--- config.mk ---
export PLATFORM = sky130hd
export DESIGN_NAME = ifetch_unit
export DESIGN_NICKNAME = d
export VERILOG_FILES = /design/src/rtl/ifetch_unit.sv
export SDC_FILE = /design/constraint.sdc
export NUM_CORES = 1
export LEC_CHECK = 0
export ABC_AREA = 1
export CORE_AREA = 2 2 177 127
export CTS_CLUSTER_SIZE = 40
export DETAILED_ROUTE_END_ITERATION = 16
export DIE_AREA = 0 0 179 129
export PLACE_DENSITY = 0.66
export SLEW_MARGIN = 0
export SYNTH_ARGS = -nofsm -noshare
export SYNTH_HDL_FRONTEND = slang
export SYNTH_SLANG_ARGS = --single-unit
--- constraint.sdc ---
create_clock -name clk -period 3.6 [get_ports clk]
set_input_delay 0.72 -clock clk [delete_from_list [all_inputs] [get_ports clk]]
set_output_delay 0.72 -clock clk [all_outputs]
set_load 0.005 [all_outputs]
--- src/rtl/ifetch_unit.sv ---
// Instruction-fetch stage: owns PC/IR, fetches words from imem over req/ack for the control FSM.
// Latency: write_ir edge to W_IR_valid is 2 edges minimum; +1 edge per memory wait cycle.
// Backpressure: waits on imem_ack up to MAX_WAIT+1 req cycles, then drops req and sets fetch_fault.
//
// Ports:
//   clk, rst             clock, synchronous active-high reset
//   write_ir, write_pc   FSM fetch request and PC write strobe
//   pc_s                 PC source: 0 sequential, 1 B_data, 2 F_data, 3 hold
//   B_data, F_data       redirect targets (BX / B,BL)
//   imem_req/addr        registered memory request and address
//   imem_rdata/ack       memory response
//   PC, IR               program counter and instruction register
//   W_IR_valid           one-cycle pulse when IR holds a freshly fetched word
//   fetch_fault          sticky timeout flag
//   fetch_count          completed fetches, free-running 16-bit
module ifetch_unit #(
  parameter logic [31:0] RESET_PC = 32'h0000_0000,
  parameter int unsigned MAX_WAIT = 15
) (
  input  logic        clk,
  input  logic        rst,
  input  logic        write_ir,
  input  logic        write_pc,
  input  logic [1:0]  pc_s,
  input  logic [31:0] B_data,
  input  logic [31:0] F_data,
  input  logic [31:0] imem_rdata,
  input  logic        imem_ack,
  output logic        imem_req,
  output logic [31:0] imem_addr,
  output logic [31:0] PC,
  output logic [31:0] IR,
  output logic        W_IR_valid,
  output logic        fetch_fault,
  output logic [15:0] fetch_count
);

  localparam logic [7:0] MAX_WAIT_C = 8'(MAX_WAIT);

  typedef enum logic [1:0] {
    F_IDLE = 2'd0,
    F_WAIT = 2'd1,
    F_DONE = 2'd2
  } state_t;

  state_t      state, state_nx;
  logic [7:0]  wcnt, wcnt_nx;
  logic        req_nx, valid_nx, fault_nx;
  logic [31:0] addr_nx, pc_nx, ir_nx;
  logic [15:0] cnt_nx;

  always_ff @(posedge clk) begin
    if (rst) begin
      state       <= F_IDLE;
      wcnt        <= 8'd0;
      imem_req    <= 1'b0;
      imem_addr   <= 32'd0;
      PC          <= RESET_PC;
      IR          <= 32'd0;
      W_IR_valid  <= 1'b0;
      fetch_fault <= 1'b0;
      fetch_count <= 16'd0;
    end else begin
      state       <= state_nx;
      wcnt        <= wcnt_nx;
      imem_req    <= req_nx;
      imem_addr   <= addr_nx;
      PC          <= pc_nx;
      IR          <= ir_nx;
      W_IR_valid  <= valid_nx;
      fetch_fault <= fault_nx;
      fetch_count <= cnt_nx;
    end
  end

  always_comb begin
    state_nx = state;
    wcnt_nx  = wcnt;
    req_nx   = imem_req;
    addr_nx  = imem_addr;
    pc_nx    = PC;
    ir_nx    = IR;
    valid_nx = 1'b0;
    fault_nx = fetch_fault;
    cnt_nx   = fetch_count;

    case (state)
      F_IDLE: begin
        // Redirect resolves before the fetch decision so a same-cycle
        // write_ir issues to the new target.
        if (write_pc) begin
          case (pc_s)
            2'd1:    pc_nx = B_data;
            2'd2:    pc_nx = F_data;
            default: pc_nx = PC;
          endcase
        end
        if (write_ir) begin
          req_nx   = 1'b1;
          addr_nx  = pc_nx;
          wcnt_nx  = 8'd0;
          state_nx = F_WAIT;
        end
      end

      F_WAIT: begin
        // ack is checked first so an ack on the last allowed cycle still completes.
        if (imem_ack) begin
          ir_nx    = imem_rdata;
          pc_nx    = PC + 32'd4;
          valid_nx = 1'b1;
          req_nx   = 1'b0;
          cnt_nx   = fetch_count + 16'd1;
          state_nx = F_DONE;
        end else if (wcnt == MAX_WAIT_C) begin
          // PC is left alone so the next write_ir retries the same address.
          req_nx   = 1'b0;
          fault_nx = 1'b1;
          state_nx = F_IDLE;
        end else begin
          wcnt_nx = wcnt + 8'd1;
        end
      end

      F_DONE: begin
        // The FSM is still leaving S0 here; its strobes are not acted on.
        state_nx = F_IDLE;
      end

      default: begin
        state_nx = F_IDLE;
        req_nx   = 1'b0;
      end
    endcase
  end

endmodule
After elaboration in Yosys (flattened, before gate mapping)
Index checks and enable logic that the tools add are counted.
- bits in registers: 125
- memories kept: 0
- memory bits (read-only): 0
- memory bits (writable): 0
- latch bits: 0
- magnitude comparators: 0
- bitwise logic cells: 3
- reduce and logical (&&, ||, !) cells: 10
- mux-type cells: 17
- divide/modulo/power cells: 0
- add/subtract/negate cells: 3
- shift-type cells: 0
- $mul: 0
- eq/ne operators: 10
- operator list (operator ; number):
    $pmux 32 s2 ; 2
    $mux 32 ; 2
    $add 32x3->32 const B ; 1
    $mux 8 ; 3
    $add 16x1->16 const B ; 1
    $pmux 8 s2 ; 1
    $add 8x1->8 const B ; 1
    $eq 8x4->1 const B ; 1
    $ne 2x2->1 const B ; 4
    $reduce_and 2->1 ; 4
    $mux 2 ; 3
    $reduce_and 3->1 ; 2
    $eq 2x1->1 const B ; 2
    $eq 2x2->1 const B ; 2
    $mux 1 ; 4
    $pmux 2 s2 ; 1
    $reduce_and 4->1 ; 1
    $ne 3x3->1 const B ; 1
    $not 1->1 ; 3
    $pmux 1 s3 ; 1
    $logic_not 2->1 ; 1
    $reduce_bool 2->1 ; 1
    $reduce_or 2->1 ; 1

Depth between registers and ports, before layout
- word-level depth: 4
- mapped depth: 11

Worst setup path before layout
OpenSTA, ideal clock, no wires.
- path kind: input to register
- from: input port pc_s[0]
- to: register PC[15]
- cell stages on the path: 9
- data arrival time: 1853 ps
- data required time: 3468 ps
- library setup time: 132 ps
- path slack: 1614 ps
- path through: inv_1 > ha_1 > nor2_2 > clkbuf_1 > nand3_1 > o211ai_1 > o21ai_1 > nand2_1 > a21oi_1
- cells in the longest elaborated chain, start to end: 4
- ends and longest elaborated chain (item ; line ; text):
    start: declaration ; 24 ; input logic [1:0] pc_s,
    $eq 2x2->1 or $eq 2x1->1 (tied branches) ; 92 ; case (pc_s)
    $pmux 32 s2 * ; 92 ;
    $mux 32 * ; 91 ; if (write_pc) begin
    $pmux 32 s2 * ; 87 ; case (state)
    end signal: assignment ; 68 ; PC <= pc_nx;
    end: declaration ; 31 ; output logic [31:0] PC,
Mark *: on every way between the ends. The rest lies on a longest branch, timed or not.
A chain may end at the register's enable or synchronous reset.

Worst setup path in the final report
- from: input port pc_s[0]
- to: register PC[0]
Same word-level chain as after synthesis.

==> impl_metrics.env <==
export IMPL_syn2layout_area_growth_pct=48.1
export IMPL_synth_cells=989
export IMPL_rsz0062_at_grt="no"
export IMPL_dp_hpwl_um=16100
export IMPL_worstSetupStartpointType="input port"
export IMPL_cp_end_kind="register"
export IMPL_reg2reg_from="PC[2]"
export IMPL_post_cts_buffers=0
export IMPL_cts_tree="built"
export IMPL_cts_root_buf="clkbuf_16"
export IMPL_viasPerCell=4.81
export IMPL_grt_pass1_vias=6532
export IMPL_numCtsBuffers=17
export IMPL_synth_area_leaders="dfxtp_1 (39%), nand2_1 (16%), o21ai_0 (10%), nor2_1 (8.9%), nand3_1 (5.8%)"
export IMPL_ant_nets=0
export IMPL_dpl_cell_area_mm2=0.00876
export IMPL_avgSynthCellArea_um2=6.41
export IMPL_final_nets=1297
export IMPL_crit_required_ns=3.91
export IMPL_fmax_ghz=0.435
export IMPL_post_drt_wl_per_cell_um=15.0
export IMPL_overflow=0
export IMPL_synth_top_area_share_pct=39.5
export IMPL_reg2reg_slack_ns=1.32
export IMPL_worst_pin_slew_ns=0.636
export IMPL_ys_seq_area_share_pct=39.5
export IMPL_grt_antenna_before_repair=0
export IMPL_clk_pin_slew_ns=0.06
export IMPL_synth_most_common_cell="nand2_1"
export IMPL_vdd_ir_drop_max_mv=0.304
export IMPL_drive_gt1_share_pct=5.07
export IMPL_boundaryPins=218
export IMPL_synth_area_mm2=0.00634
export IMPL_arrival_ns=2.61
export IMPL_power_density_mw_per_mm2=444
export IMPL_grt_pass1_wl_um=34900
export IMPL_rows=45
export IMPL_holdBufCountCts=0
export IMPL_setup_viol_count_final=0
export IMPL_syn_num_nets=1097
export IMPL_path_class="input port to register"
export IMPL_crit_start="pc_s[0]"
export IMPL_die_w_um=179
export IMPL_synth_seq_cells=125
export IMPL_drc_errors=0
export IMPL_grt_usage_pct=19.3
export IMPL_hold_viol_final=0
export IMPL_final_area_mm2=0.00939
export IMPL_antennaDiodeCount=0
export IMPL_yosys_top_cells_count="nand2_1 (270), nor2_1 (150), o21ai_0 (128)"
export IMPL_utilization_pct=44.0
export IMPL_maxSlewHeadroom_pct=57.5
export IMPL_routed_wl_um=22300
export IMPL_finClkSkew_ns=0.00991
export IMPL_design_core_area_mm2=0.0213
export IMPL_die_y_um=129
export IMPL_insertion_delay_ns=0.42
export IMPL_path_max_fanout=62
export IMPL_start_util_pct=29.7
export IMPL_die_area_mm2=0.0231
export IMPL_synth_area_leader_cell="dfxtp_1"
export IMPL_synthArstFlopShare_pct=0
export IMPL_first_iter_violations=540
export IMPL_cts_max_path_buffers=2
export IMPL_gp_congestion=0.969
export IMPL_hold_path_class="register to register"
export IMPL_clkSinkCount=125
export IMPL_grt_max_degree=63
export IMPL_slew_viol_final=0
export IMPL_yosys_warnings=0
export IMPL_cts_resized=0
export IMPL_drv_cap=0
export IMPL_synth_edff_count=0
export IMPL_vias=7137
export IMPL_p_leak_nw=3.47
export IMPL_finalCriticalPeriod_ns=2.30
export IMPL_yosysUniqueCellTypes=35
export IMPL_holdCritStartpoint="imem_addr[8]"
export IMPL_synth_ff_type="dfxtp_1"
export IMPL_outcome="finished, final reports clean"
export IMPL_h_tree_depth=4
export IMPL_finalCritPeriodShare_pct=63.8
export IMPL_drt_first_pass_iters=5
export IMPL_fin_setup_tns_ns=0
export IMPL_portBuffers=217
## report_power, final
part / total [mW] / switching (mW) / internal, mW
combinational: 0.716 / 0.345 / 0.371
clock: 1.87 / 0.680 / 1.19
sequential: 1.58 / 0.107 / 1.48
## metal layers
metal / wire [um] / up-vias / track usage, %
met2: 9130 / 245 / 27.8
met3: 1980 / 29 / 6.24
met4: 369 / 0 / 5.79
met5: 0 / - / 0
met1: 10800 / 3227 / 27.3
li1: - / 3636 / -
## path summary, 6_finish.rpt
kind	endpoint	depth (start not counted)
worst min register to register	imem_addr[8]	2
worst max register to register	PC[12]	8
worst max-delay path	PC[0]	9
worst min-delay path	imem_addr[8]	2
## sequential cells by signal (all words and copies together), names as in the netlist
name	count
fetch_fault	1
imem_req	1
W_IR_valid	1
imem_addr	32
fetch_count	16
state	2
wcnt	8
IR	32
PC	32
## placed cells by master, fill, tap and decap left out, types with 2 or more instances in the layout
master,synthesis,routed
nand4_1,7,7
clkbuf_16,0,17
a31oi_1,3,3
nor2_2,4,4
nand2_1,270,270
o21ai_0,128,128
ha_1,5,5
nor2_4,2,3
nor2_1,150,149
a22o_1,2,2
clkinv_4,0,3
o22ai_1,3,3
nand2_2,5,5
nor3_1,10,10
inv_2,2,2
clkdlybuf4s50_1,0,217
o21a_1,3,3
inv_1,61,61
nand3_1,73,73
buf_4,0,11
clkbuf_1,24,3
o211ai_1,2,2
dfxtp_1,125,125
inv_6,0,4
a21oi_1,69,69
bufinv_16,0,4
o21ai_1,2,2
xor2_1,2,2
or2_2,4,4
## worst max-delay path, stage by stage
cell and delay (ns):
clkdlybuf4s50_1 0.48, inv_1 0.05, ha_1 0.32, nor2_4 0.13, buf_12 0.23, inv_1 0.15
o21ai_0 0.27, nor2_1 0.07, o21a_1 0.16
## logic make-up after synthesis
family / count (synthesis) / synth area share (%)
adders and majority gates: 5 / 0.987
AOI/OAI and AO/OA: 217 / 17.8
and+or+nand+nor: 528 / 34.2
xor gates and xnor gates: 3 / 0.415
buffers and inverters: 111 / 7.12
DFF: 125 / 39.5
## cell type report
cell class	count	area, um2
sequential	125	2500
clock buffer	21	450
clock inverter	11	181
inverter	63	236
tap	282	353
timing repair buffer	229	2270
multi-input combinational	753	3390
fill	2169	11900
## metrics by stage
| stage | total power [mW] | hold WS, ns | instances | setup slack [ns] |
|---|---|---|---|---|
| floorplan | 1.91 | 0.447 | 989 | 1.61 |
| global placement | 2.32 | 0.441 | 1452 | 0.944 |
| detailed placement | 2.33 | 0.450 | 1452 | 0.853 |
| CTS | 4.21 | 0.466 | 1484 | 1.30 |
| global route | 4.36 | 0.494 | 1484 | 1.15 |
| finish | 4.17 | 0.459 | 1484 | 1.30 |
(Power assumes the default switching activity.)
